`config.mk`:
```
export PLATFORM = sky130hd
export DESIGN_NAME = vga_sprite_compositor
export DESIGN_NICKNAME = d
export VERILOG_FILES = /design/src/rtl/vga_sprite_compositor.sv
export SDC_FILE = /design/constraint.sdc
export NUM_CORES = 1
export LEC_CHECK = 0
export CORE_MARGIN = 8
export CORE_UTILIZATION = 56
export CTS_BUF_LIST = sky130_fd_sc_hd__clkbuf_16
export CTS_CLUSTER_SIZE = 10
export DETAILED_ROUTE_END_ITERATION = 10
export HOLD_SLACK_MARGIN = 0.12
export PLACE_DENSITY = 0.81
export SLEW_MARGIN = 20
export SYNTH_ARGS = -nofsm -noshare
export SYNTH_HDL_FRONTEND = slang
export SYNTH_SLANG_ARGS = --single-unit
export TNS_END_PERCENT = 20
```
`constraint.sdc`:
```
create_clock -name CLK -period 9 [get_ports CLK]
set_clock_uncertainty 0.05 [all_clocks]
set_input_delay 1.8 -clock CLK [delete_from_list [all_inputs] [get_ports CLK]]
set_output_delay 1.8 -clock CLK [all_outputs]
set_load 0.05 [all_outputs]
```
`src/rtl/vga_sprite_compositor.sv`:
```
// Sprite-over-tilemap pixel compositor with double-buffered sprite registers and a two-strobe pipeline.
// Optional per-sprite collision flags are built when SPRITE_COLLISION_EN is defined.

module vga_sprite_lane #(
  parameter int SPR_W = 23,
  parameter int SPR_H = 31
) (
  input  logic       en_i,
  input  logic       mirror_i,
  input  logic [9:0] x_i,
  input  logic [9:0] y_i,
  input  logic [9:0] draw_x_i,
  input  logic [9:0] draw_y_i,
  output logic       hit_o,
  output logic [9:0] addr_o
);
  logic [10:0] x_end, y_end;
  logic [9:0]  dx, dy, dx_m;

  // 11-bit ends so sprites near the right/bottom edge never wrap
  assign x_end = {1'b0, x_i} + 11'(SPR_W);
  assign y_end = {1'b0, y_i} + 11'(SPR_H);
  assign hit_o = en_i && (draw_x_i >= x_i) && ({1'b0, draw_x_i} < x_end)
                      && (draw_y_i >= y_i) && ({1'b0, draw_y_i} < y_end);
  assign dx    = draw_x_i - x_i;
  assign dy    = draw_y_i - y_i;
  assign dx_m  = mirror_i ? 10'(SPR_W - 1) - dx : dx;
  assign addr_o = hit_o ? 10'(int'(dy) * SPR_W + int'(dx_m)) : '0;
endmodule

module vga_sprite_compositor #(
  parameter int          NUM_SPRITES = 4,
  parameter int          SPR_W       = 23,
  parameter int          SPR_H       = 31,
  parameter int          TILE_W      = 16,
  parameter int          MAP_COLS    = 40,
  parameter int          MAP_ROWS    = 30,
  parameter int          COLOR_W     = 4,
  parameter logic [23:0] TRANSP_KEY  = 24'hFF00FF,
  localparam int SEL_W  = (NUM_SPRITES > 1) ? $clog2(NUM_SPRITES) : 1,
  localparam int MAP_AW = $clog2(MAP_COLS * MAP_ROWS),
  localparam int PIX_AW = $clog2(TILE_W * TILE_W)
) (
  input  logic                     CLK,
  input  logic                     RESET,
  input  logic                     pix_en,
  input  logic                     frame_start,
  input  logic [9:0]               draw_x,
  input  logic [9:0]               draw_y,
  input  logic                     blank,
  input  logic                     hs_in,
  input  logic                     vs_in,
  input  logic                     cfg_we,
  input  logic [SEL_W-1:0]         cfg_sel,
  input  logic [23:0]              cfg_wdata,
  output logic [MAP_AW-1:0]        map_addr,
  input  logic                     map_bit,
  output logic [PIX_AW-1:0]        pix_addr,
  input  logic [23:0]              bg_data,
  input  logic [23:0]              tile_data,
  output logic [NUM_SPRITES*10-1:0] spr_addr,
  input  logic [NUM_SPRITES*24-1:0] spr_data,
  output logic [COLOR_W-1:0]       red,
  output logic [COLOR_W-1:0]       green,
  output logic [COLOR_W-1:0]       blue,
  output logic                     hs,
  output logic                     vs,
  output logic [NUM_SPRITES-1:0]   coll_flags
);
  localparam int TB = $clog2(TILE_W);

  // Register layout: {en, mirror, y[9:0], x[9:0]}; cfg_wdata[21:20] is padding
  logic [NUM_SPRITES-1:0][21:0] pend_q, act_q;
  logic                         unused_pad;
  assign unused_pad = ^cfg_wdata[21:20];

  always_ff @(posedge CLK) begin
    if (RESET) begin
      pend_q <= '0;
      act_q  <= '0;
    end else begin
      if (frame_start) act_q <= pend_q;
      if (cfg_we && (32'(cfg_sel) < NUM_SPRITES))
        pend_q[cfg_sel] <= {cfg_wdata[23:22], cfg_wdata[19:0]};
    end
  end

  logic [NUM_SPRITES-1:0]       hit_d;
  logic [NUM_SPRITES-1:0][9:0]  saddr_d;

  for (genvar g = 0; g < NUM_SPRITES; g++) begin : g_lane
    vga_sprite_lane #(.SPR_W(SPR_W), .SPR_H(SPR_H)) u_lane (
      .en_i     (act_q[g][21]),
      .mirror_i (act_q[g][20]),
      .y_i      (act_q[g][19:10]),
      .x_i      (act_q[g][9:0]),
      .draw_x_i (draw_x),
      .draw_y_i (draw_y),
      .hit_o    (hit_d[g]),
      .addr_o   (saddr_d[g])
    );
  end

  logic [MAP_AW-1:0] map_d;
  logic [PIX_AW-1:0] pix_d;
  assign map_d = MAP_AW'(int'(draw_y >> TB) * MAP_COLS + int'(draw_x >> TB));
  assign pix_d = {draw_y[TB-1:0], draw_x[TB-1:0]};

  // Stage A: addresses and side-band captured on the pixel strobe
  logic [MAP_AW-1:0]            map_q;
  logic [PIX_AW-1:0]            pix_q;
  logic [NUM_SPRITES-1:0][9:0]  saddr_q;
  logic [NUM_SPRITES-1:0]       hit_q;
  logic                         blank_q, hs_a_q, vs_a_q;

  always_ff @(posedge CLK) begin
    if (RESET) begin
      map_q   <= '0;
      pix_q   <= '0;
      saddr_q <= '0;
      hit_q   <= '0;
      blank_q <= 1'b0;
      hs_a_q  <= 1'b1;
      vs_a_q  <= 1'b1;
    end else if (pix_en) begin
      map_q   <= map_d;
      pix_q   <= pix_d;
      saddr_q <= saddr_d;
      hit_q   <= hit_d;
      blank_q <= blank;
      hs_a_q  <= hs_in;
      vs_a_q  <= vs_in;
    end
  end

  assign map_addr = map_q;
  assign pix_addr = pix_q;
  assign spr_addr = saddr_q;

  // Stage B: compose from the memory data returned for the stage-A addresses
  logic [NUM_SPRITES-1:0][23:0] sdat;
  logic [NUM_SPRITES-1:0]       opaque;
  logic [23:0]                  rgb;
  assign sdat = spr_data;

  always_comb begin
    rgb = map_bit ? tile_data : bg_data;
    for (int i = 0; i < NUM_SPRITES; i++)
      opaque[i] = hit_q[i] && (sdat[i] != TRANSP_KEY);
    for (int i = NUM_SPRITES - 1; i >= 0; i--)
      if (opaque[i]) rgb = sdat[i];
    if (!blank_q) rgb = '0;
  end

  logic [COLOR_W-1:0] red_q, green_q, blue_q;
  logic               hs_q, vs_q;

  always_ff @(posedge CLK) begin
    if (RESET) begin
      red_q   <= '0;
      green_q <= '0;
      blue_q  <= '0;
      hs_q    <= 1'b1;
      vs_q    <= 1'b1;
    end else if (pix_en) begin
      red_q   <= rgb[23 -: COLOR_W];
      green_q <= rgb[15 -: COLOR_W];
      blue_q  <= rgb[7  -: COLOR_W];
      hs_q    <= hs_a_q;
      vs_q    <= vs_a_q;
    end
  end

  assign red   = red_q;
  assign green = green_q;
  assign blue  = blue_q;
  assign hs    = hs_q;
  assign vs    = vs_q;

`ifdef SPRITE_COLLISION_EN
  logic [NUM_SPRITES-1:0] acc_q, coll_q;
  logic                   multi;
  // at least two bits set: clearing the lowest set bit leaves something
  assign multi = |(opaque & (opaque - NUM_SPRITES'(1)));

  always_ff @(posedge CLK) begin
    if (RESET) begin
      acc_q  <= '0;
      coll_q <= '0;
    end else if (frame_start) begin
      coll_q <= acc_q;
      acc_q  <= '0;
    end else if (pix_en && blank_q && multi) begin
      acc_q  <= acc_q | opaque;
    end
  end

  assign coll_flags = coll_q;
`else
  assign coll_flags = '0;
`endif
endmodule

```
==> metrics.md, run 1 <==
| Metric | Value |
|---|---|
| Synth Area in Compound Gates | `14.1%` |
| Worst Setup EP | `spr_addr[39]` |
| Cells after Synth | `2516` |
| Reg-to-reg critical path endpoint | `spr_addr[19]` |
| Post-CTS Hold Fix Bufs | `0` |
| DP Cell Count | `3186` |
| Fin. Hold Viols | `0` |
| Worst path buffer plus inverter count | `5` |
| Final ANT Viol Nets | `0` |
| FMAX | `124 MHz` |
| Vias per inst | `5.84` |
| Setup bufs post-CTS | `0` |
| CORE AREA | `0.0373 mm^2` |
| Worst-Skew Late Latency | `0.60 ns` |
| Met3 usage | `4.80%` |
| CTS clk-pin slew, worst paths | `0.06 ns` |
| Root buffer cell | `clkbuf_16` |
| Post-synth EDFFs | `0` |
| CP top delay family | `adder cells` |
| Setup crit start kind | `input pin` |
| R2r worst-path depth | `22` |
| Resize count post-CTS | `0` |
| Simple-gate share of the synthesized area | `16.4%` |
| Largest family of logic cells by synthesized area | `adder cells` |
| Worst Tran Pin Value | `1.11 ns` |
| Nets | `3285` |
| Met1 usage | `33.3%` |
| Die area | `0.0440 mm^2` |
| Slew margin rel. | `26.1%` |
| R2R Path Start | `act_q[22]` |
| Arrival @ worst endpoint | `8.45 ns` |
| Max-slew violation count | `0` |
| Adder-cell share of the synthesized area | `23.4%` |
| Hold Path Class | `reg -> reg` |
| Total design power | `4.88 mW` |
| DR vias | `18900` |
| Non-filler cells, final | `3231` |
| MaxCap Viol Count | `0` |
| Worst Slack Setup Final | `0.967 ns` |
| Synth top area share | `24.4%` |
| Unrepaired setup endpoints after global routing | `no` |
| Setup WS pre-CTS | `0.477 ns` |
| Max Buffers Root-to-Sink | `3` |
| Async set-reset flop share out of synthesis | `0%` |
| Placer Congestion | `0.947` |
| GRT Total Usage | `28.9%` |
| Post-synth top cells | `296 x nand2_1, 273 x inv_1, 256 x dfxtp_1` |
| Synth warn | `0` |
| Netlist cell types | `74` |
| Largest net degree at the start of global routing | `90` |
| WP depth | `25` |
| CTS tree | `built` |
| DR iter-0 viols | `1286` |
| Most common cell in the netlist | `nand2_1` |
| Synth area leader | `dfxtp_1` |
| Outcome | `finished clean` |
| Pre-antenna DRT Iters | `6` |
| Final Critical Period | `8.03 ns` |
| Gr ovfl total | `0` |
| CP max stage delay | `0.94 ns` |
| Mux contribution to synthesized area | `6.93%` |
| Leakage | `10.2 nW` |
| Synth area leaders | `dfxtp_1 24%, ha_1 15%, fa_1 8.2%` |
| Layout cells sized above 1 | `3.92%` |
| Busiest grt layer | `met2` |
| # setup viols final | `0` |
| Met2 Resource Use GR | `51.3%` |
| I/O pins | `276` |
| Std cell rows | `71` |
| Worst hold slack | `0.403 ns` |
| Power per standard cell area | `196 mW/mm^2` |
| Post-Synthesis Mean Instance Area | `8.35 um^2` |
| Worst-path maximum fanout | `6` |
| CTS sink cnt | `256` |
| Most frequent CP cell | `xnor2_1` |
| Synth Flop Type | `dfxtp_1` |
| First-pass GRT wire length | `102000 um` |
| Port Buf Inserts | `245` |
| XOR/XNOR share of the synthesized area | `8.38%` |
| Initial Utilization | `56.3%` |
| DR DRC count | `0` |
| Area Growth Syn to Fin | `18.3%` |
| Register area share after synthesis | `24.4%` |
| Synthesized area | `0.0210 mm^2` |
| Initial antenna violation count | `3` |
| Yosys reg bits | `256` |
| CP startpoint | `draw_x[1]` |
| Final Cycle Share | `89.3%` |
| Register-to-register setup slack | `2.83 ns` |
| Die width | `210 um` |
| Routed wire length | `64700 um` |
| Die height | `210 um` |
| CP required | `9.42 ns` |
| Vias in the first global route | `19300` |
| DR WL/cell | `20.0 um` |
| Critical path endpoint category | `flop` |
| Maximum vdd drop | `0.253 mV` |
| WS Path Type | `in -> reg` |
| Post-DP HPWL | `51000 um` |
| CTS H-tree lvls | `1` |
| Slowest cell on the critical path | `clkdlybuf4s50_1` |
| CTS buffer count | `31` |
| Post-Route Setup TNS | `0 ns` |
==> per-layer routing <==
metal,wire (um),vias to the layer above
li1,-,9010
met1,25500,9001
met2,31200,681
met3,4710,185
met4,3310,0
met5,0,-
==> cell usage in the layout, fill, tap and decap left out, types with 8 or more instances in the layout <==
master and instances:
buf_4 32, nor4_1 14, clkbuf_16 31, nor2_1 218, nand3_1 45, nor3b_1 8
fa_1 86, nor3_1 44, o21a_1 24, a211oi_1 12, a21oi_1 174, nand4b_1 14
mux2i_1 132, inv_1 276, mux2_2 12, nand2_1 296, o211ai_1 13, clkdlybuf4s50_1 242
ha_1 255, a21o_1 37, o21bai_1 8, o21ai_0 78, o31ai_1 14, nand2b_1 17
nand4_1 32, a22oi_1 28, dfxtp_1 256, nor2b_1 30, a31oi_1 9, xor2_1 38
xnor2_1 151
==> power breakdown <==
part           switching [mW]  leakage [nW]  internal (mW)
Combinational            1.35          7.69           1.23
Sequential             0.0204          2.08           1.16
Clock                   0.482         0.432          0.638
==> worst register-to-register path, stage by stage, from the launching register on <==
cell	delay (ns)
dfxtp_1	0.40
ha_1	0.20
inv_1	0.07
fa_1	0.41
a21o_1	0.18
a21oi_2	0.23
or4b_2	0.61
nand4_1	0.20
or2_1	0.15
o21ai_0	0.09
xnor2_1	0.21
fa_1	0.45
fa_1	0.49
inv_1	0.06
fa_1	0.53
inv_1	0.04
ha_1	0.22
o41ai_1	0.46
xnor3_1	0.40
xor2_1	0.27
xor2_1	0.19
o2111ai_1	0.11
nand3_1	0.11
==> registers in the layout (all words and copies together) (netlist names), 4 cells and up <==
| name | cells |
|---|---|
| pend_q | 88 |
| act_q | 88 |
| red | 4 |
| spr_addr | 40 |
| map_addr | 11 |
| blue | 4 |
| hit_q | 4 |
| green | 4 |
| pix_addr | 8 |
==> cell families (layout without fill, tap and decap cells) <==
| family | Yosys count | in the layout |
|---|---|---|
| compound gates | 462 | 462 |
| xor+xnor | 194 | 194 |
| fa+ha+maj | 341 | 341 |
| buf+inv | 357 | 592 |
| flops | 256 | 256 |
| mux | 144 | 144 |
| other cells | 1 | 7 |
| simple gates | 761 | 761 |
==> worst min path at each step <==
| stage | from | endpoint | slack [ns] | cells after the start |
|---|---|---|---|---|
| floorplan | pend_q[0] | pend_q[0] | 0.39 | 2 |
| global placement | pend_q[59] | pend_q[59] | 0.39 | 2 |
| detailed placement | pend_q[60] | pend_q[60] | 0.40 | 2 |
| CTS | pend_q[60] | pend_q[60] | 0.40 | 2 |
| global route | pend_q[8] | pend_q[8] | 0.42 | 2 |
| finish | pend_q[60] | pend_q[60] | 0.40 | 2 |
==> per-stage QoR <==
stage	util, %	cell area (um^2)
floorplan	-	21000
global placement	64.3	24000
detailed placement	64.3	24000
CTS	66.6	24900
global route	66.6	24900
finish	66.6	24900
==> final cells by class <==
cell class / instances / area [um^2]
antenna: 3 / 7.51
clock buffer: 31 / 776
clock inverter: 11 / 91.3
fill: 3064 / 12500
inverter: 274 / 1030
multi-input combinational: 1906 / 14600
sequential: 256 / 5120
tap: 474 / 593
timing repair buffer: 276 / 2680
Note: power is estimated with default switching activity, not from simulation.
==> run 2, diff against run 1 <==
--- a/config.mk
+++ b/config.mk
@@ -11,7 +11,7 @@
 export CTS_CLUSTER_SIZE = 10
 export DETAILED_ROUTE_END_ITERATION = 10
 export HOLD_SLACK_MARGIN = 0.12
-export PLACE_DENSITY = 0.81
+export PLACE_DENSITY = 0.8
 export SLEW_MARGIN = 20
 export SYNTH_ARGS = -nofsm -noshare
 export SYNTH_HDL_FRONTEND = slang
==> run 2 against run 1 <==
  * Sequential share of layout area hardly changed
  * Non-clock buffer count is 5 lower
  * Total power is 0.14% lower
  * Core utilization is 0.077 points lower
  * Register-to-register slack worse by 0.05 ns
  * Via count is 0.35% lower
  * Largest power group unchanged
==> metrics.md, run 2 (same netlist as run 1, synthesis figures left out) <==
| Metric | Value |
|---|---|
| Outcome | `finished clean` |
| Placed Area | `0.0240 mm^2` |
| DR WL/cell | `19.9 um` |
| Max Buffers Root-to-Sink | `3` |
| Resize count post-CTS | `0` |
| Commonest non-fill, non-tap cell in the layout | `nand2_1` |
| DR iter-0 viols | `1176` |
| Fin. Hold Viols | `0` |
| CTS buffer count | `31` |
| Die height | `210 um` |
| Area Growth Syn to Fin | `18.1%` |
| Leakage | `10.2 nW` |
| Cell area after layout | `0.0248 mm^2` |
| Setup crit start kind | `input pin` |
| Die width | `210 um` |
| First-pass GRT wire length | `100000 um` |
| CTS tree | `built` |
| Unrepaired setup endpoints after global routing | `no` |
| FMAX | `125 MHz` |
| CP required | `9.48 ns` |
| CTS clk-pin slew, worst paths | `0.06 ns` |
| GRT Total Usage | `28.3%` |
| Sequential power share | `24.3%` |
| Logic gate share of total power | `52.7%` |
| Highest-count cells in the layout ignoring fill and taps | `296 x nand2_1, 277 x inv_1, 256 x dfxtp_1` |
| Root buffer cell | `clkbuf_16` |
| MaxCap Viol Count | `0` |
| Worst-path maximum fanout | `6` |
| Hold Path Class | `reg -> reg` |
| Final ANT Viol Nets | `0` |
| Hold depth | `2` |
| Port Buf Inserts | `245` |
| Nets | `3280` |
| Final Cycle Share | `88.7%` |
| Pre-antenna DRT Iters | `6` |
| Post-DP HPWL | `50200 um` |
| Worst Tran Pin Value | `0.975 ns` |
| CTS H-tree lvls | `1` |
| Pint | `3.03 mW` |
| Reg-to-reg critical path endpoint | `spr_addr[19]` |
| Power per standard cell area | `196 mW/mm^2` |
| Max-slew violation count | `0` |
| CORE AREA | `0.0373 mm^2` |
| Die area | `0.0440 mm^2` |
| Placer Congestion | `0.922` |
| Largest net degree at the start of global routing | `198` |
| Clock network fraction of design power | `23.0%` |
| Sw Ratio | `37.8%` |
| Hold EP | `pend_q[73]` |
| Top sig layer | `met5` |
| Sw Pwr | `1.84 mW` |
| DR vias | `18800` |
| Maximum vdd drop | `0.260 mV` |
| Initial Utilization | `56.3%` |
| Slew margin rel. | `34.8%` |
| Met1 WL | `25500 um` |
| Gr ovfl total | `0` |
| Vias per inst | `5.83` |
| Post-Route Setup TNS | `0 ns` |
| DR WL met3 | `4570 um` |
| DR DRC count | `0` |
| HP Start | `pend_q[73]` |
| Std cell rows | `71` |
| R2r worst-path depth | `22` |
| Vias in the first global route | `19000` |
| Critical path endpoint category | `flop` |
| I/O pins | `276` |
| Initial antenna violation count | `2` |
| Arrival @ worst endpoint | `8.46 ns` |
| Worst-Skew Late Latency | `0.59 ns` |
| Layout cells sized above 1 | `3.78%` |
| Setup bufs post-CTS | `0` |
| Final Critical Period | `7.98 ns` |
| Worst hold slack | `0.403 ns` |
| Register-to-register setup slack | `2.78 ns` |
| Met2 WL post-DR | `30800 um` |
| Routed wire length | `64100 um` |
| Post-CTS Hold Fix Bufs | `0` |
| FILL cells | `3024` |
| Multi-input gate area | `0.0146 mm^2` |
| WS Path Type | `in -> reg` |
| R2R Path Start | `act_q[22]` |
| Sequential Area | `0.00512 mm^2` |
| # setup viols final | `0` |
| CTS sink cnt | `256` |
## run 2: worst max path at each step
stage | startpoint | end | slack [ns]
finish | draw_x[0] | spr_addr[19] | 1.02
global route | draw_x[0] | spr_addr[19] | 0.58
CTS | draw_x[0] | spr_addr[19] | 1.07
detailed placement | draw_x[0] | spr_addr[19] | 0.50
global placement | draw_x[0] | spr_addr[19] | 0.68
floorplan | draw_x[0] | spr_addr[19] | 1.69
## run 2: worst max-delay path, stage by stage
cell	delay, ns
clkdlybuf4s50_1	0.50
inv_1	0.40
ha_1	0.26
inv_1	0.06
fa_1	0.41
a21o_1	0.19
a21oi_2	0.24
or4b_2	0.61
nand4_1	0.18
or2_1	0.14
o21ai_0	0.10
xnor2_1	0.21
fa_1	0.45
fa_1	0.49
inv_1	0.06
fa_1	0.53
inv_1	0.04
ha_1	0.21
o41ai_1	0.48
xnor3_1	0.40
xor2_1	0.27
xor2_1	0.18
o2111ai_1	0.11
nand3_1	0.12
## run 2: metrics by stage
stage	instances	setup slack, ns	utilization (%)	power [mW]
finish	3226	1.02	66.5	4.88
global placement	3181	0.684	64.2	3.65
global route	3226	0.584	66.5	5.23
floorplan	2519	1.69	-	3.21
detailed placement	3181	0.502	64.2	3.75
CTS	3225	1.07	66.5	4.89
## run 2: cell type report
| cell class | count | share of cell area, % |
|---|---|---|
| flip-flops and latches | 256 | 20.6 |
| clock buffers | 31 | 3.12 |
| diodes | 1 | 0.0101 |
| well taps | 474 | 2.39 |
| repair buffers | 271 | 10.7 |
| clock inverters | 13 | 0.383 |
| inverters | 274 | 4.14 |
| multi-input cells | 1906 | 58.6 |
## run 2: power groups by stage
stage	clock [mW]	sequential [mW]	combinational, mW
floorplan	0	1.23	1.98
CTS	1.14	1.18	2.57
detailed placement	0	1.21	2.54
global placement	0	1.21	2.45
finish	1.12	1.18	2.57
global route	1.19	1.19	2.86
## run 2: routing by layer
metal | track usage [%] | vias up
met1 | 32.3 | 8957
met3 | 5.73 | 184
li1 | - | 9005
met5 | 0 | -
met2 | 50.6 | 663
met4 | 12.6 | 2
==> run 3, diff against run 2 <==
--- a/config.mk
+++ b/config.mk
@@ -5,6 +5,7 @@
 export SDC_FILE = /design/constraint.sdc
 export NUM_CORES = 1
 export LEC_CHECK = 0
+export CORE_ASPECT_RATIO = 0.75
 export CORE_MARGIN = 8
 export CORE_UTILIZATION = 56
 export CTS_BUF_LIST = sky130_fd_sc_hd__clkbuf_16
@@ -12,7 +13,6 @@
 export DETAILED_ROUTE_END_ITERATION = 10
 export HOLD_SLACK_MARGIN = 0.12
 export PLACE_DENSITY = 0.8
-export SLEW_MARGIN = 20
 export SYNTH_ARGS = -nofsm -noshare
 export SYNTH_HDL_FRONTEND = slang
 export SYNTH_SLANG_ARGS = --single-unit
==> run 3 against run 2 <==
  * Cell area about the same
  * Core utilization increased by 0.54 points
  * Critical path type unchanged
  * Clock power decreased by 4%
  * Die area increased by 0.15%
==> metrics.md, run 3 (same netlist as run 1, synthesis figures left out) <==
| Metric | Value |
|---|---|
| Commonest non-fill, non-tap cell in the layout | `nand2_1` |
| CTS sink cnt | `256` |
| DR iter-0 viols | `1271` |
| Arrival @ worst endpoint | `8.39 ns` |
| Register-to-register setup slack | `2.84 ns` |
| Initial antenna violation count | `1` |
| Die width | `240 um` |
| Leakage | `10.2 nW` |
| Resize count post-CTS | `0` |
| Vias in the first global route | `18900` |
| R2R Path Start | `act_q[44]` |
| Slew margin rel. | `10.4%` |
| Pre-antenna DRT Iters | `5` |
| CORE AREA | `0.0370 mm^2` |
| R2r worst-path depth | `24` |
| WS Path Type | `in -> reg` |
| Final ANT Viol Nets | `0` |
| Std cell rows | `61` |
| Hold depth | `2` |
| Total design power | `4.84 mW` |
| Area Growth Syn to Fin | `18.1%` |
| Die height | `184 um` |
| CTS H-tree lvls | `1` |
| Maximum vdd drop | `0.193 mV` |
| Power per standard cell area | `195 mW/mm^2` |
| Antenna cells | `0` |
| First-pass GRT wire length | `101000 um` |
| Hold EP | `pend_q[24]` |
| Reg-to-reg critical path endpoint | `spr_addr[29]` |
| Highest-count cells in the layout ignoring fill and taps | `296 x nand2_1, 275 x inv_1, 256 x dfxtp_1` |
| Post-DP HPWL | `51000 um` |
| CTS tree | `built` |
| Unrepaired setup endpoints after global routing | `no` |
| DR DRC count | `0` |
| Placer Congestion | `0.940` |
| CP required | `9.43 ns` |
| Max-slew violation count | `0` |
| Worst Tran Pin Value | `1.34 ns` |
| Post-Route Setup TNS | `0 ns` |
| DR WL/cell | `19.8 um` |
| CTS clk-pin slew, worst paths | `0.05 ns` |
| Initial Utilization | `56.8%` |
| Layout cells sized above 1 | `3.92%` |
| Vias per inst | `5.75` |
| Worst hold slack | `0.405 ns` |
| HP Start | `pend_q[24]` |
| Outcome | `finished clean` |
| # setup viols final | `0` |
| Gr ovfl total | `0` |
| Worst Slack Setup Final | `1.04 ns` |
| Port Buf Inserts | `245` |
| FMAX | `126 MHz` |
| GRT Total Usage | `28.6%` |
| Largest net degree at the start of global routing | `110` |
| Critical path endpoint category | `flop` |
| Setup WS pre-CTS | `0.545 ns` |
| Post-CTS Hold Fix Bufs | `0` |
| Setup bufs post-CTS | `0` |
| Worst-Skew Late Latency | `0.57 ns` |
| Fin util | `67.1%` |
| Root buffer cell | `clkbuf_16` |
| CTS buffer count | `31` |
| Hold Path Class | `reg -> reg` |
| Fin. Hold Viols | `0` |
| MaxCap Viol Count | `0` |
| Final Cycle Share | `88.5%` |
| Nets | `3283` |
| Worst-path maximum fanout | `4` |
| Routed wire length | `64600 um` |
| I/O pins | `276` |
| Die area | `0.0441 mm^2` |
| Setup crit start kind | `input pin` |
| Max Buffers Root-to-Sink | `3` |
| DR vias | `18700` |
| Final Critical Period | `7.96 ns` |
==> run 3: critical path, stage by stage <==
cell	delay [ns]
clkdlybuf4s50_1	0.43
inv_1	0.41
ha_1	0.27
inv_1	0.06
fa_1	0.40
a21o_1	0.18
a21oi_1	0.31
o21bai_1	0.11
a21oi_1	0.19
xor2_1	0.34
nand3_1	0.16
nand2_1	0.11
xnor2_1	0.14
fa_1	0.45
fa_1	0.50
inv_1	0.06
fa_1	0.54
inv_1	0.05
ha_1	0.33
nor3_1	0.21
nor2_1	0.10
o41ai_4	0.07
xnor3_1	0.39
xnor2_1	0.16
xnor3_1	0.43
o31ai_2	0.18
==> run 3: worst max-delay path by stage <==
stage	startpoint	end	slack [ns]	cells after the start
2_1_floorplan	draw_x[0]	spr_addr[19]	1.69	23
3_3_place_gp	draw_x[0]	spr_addr[39]	0.70	26
3_5_place_dp	draw_x[0]	spr_addr[19]	0.55	24
4_1_cts	draw_x[0]	spr_addr[29]	1.12	26
5_1_grt	draw_x[0]	spr_addr[19]	0.71	24
6_report	draw_x[0]	spr_addr[29]	1.04	26
==> run 3: report_power, final <==
part	leakage, nW	switching [mW]	internal [mW]	total [mW]
combinational	7.68	1.35	1.22	2.58
clock	0.421	0.470	0.608	1.08
sequential	2.08	0.0191	1.16	1.18
total	10.2	1.84	2.99	4.84
==> run 3: metrics by stage <==
step | instances | area [um^2]
5_1_grt | 3256 | 24800
4_1_cts | 3256 | 24800
3_5_place_dp | 3214 | 24000
6_report | 3256 | 24800
3_3_place_gp | 3214 | 24000
2_1_floorplan | 2519 | 21000
==> run 3: layout make-up <==
cell class,count,area (um^2)
multi-input cells,1906,14600
fillers,3092,12200
flip-flops and latches,256,5120
repair buffers,274,2660
inverters,274,1030
clock buffers,31,776
well taps,504,631
clock inverters,11,55.1
==> run 3: per-layer routing <==
metal  routed length [um]  share of wire (%)  vias up  GRT usage, %
met1                27200                 42     8985          36.3
met2                29900                 46      604          48.7
met5                   13              0.020        -             0
li1                     -                  -     9017             -
met4                 2210                3.4        2          9.21
met3                 5220                8.1      123          5.09
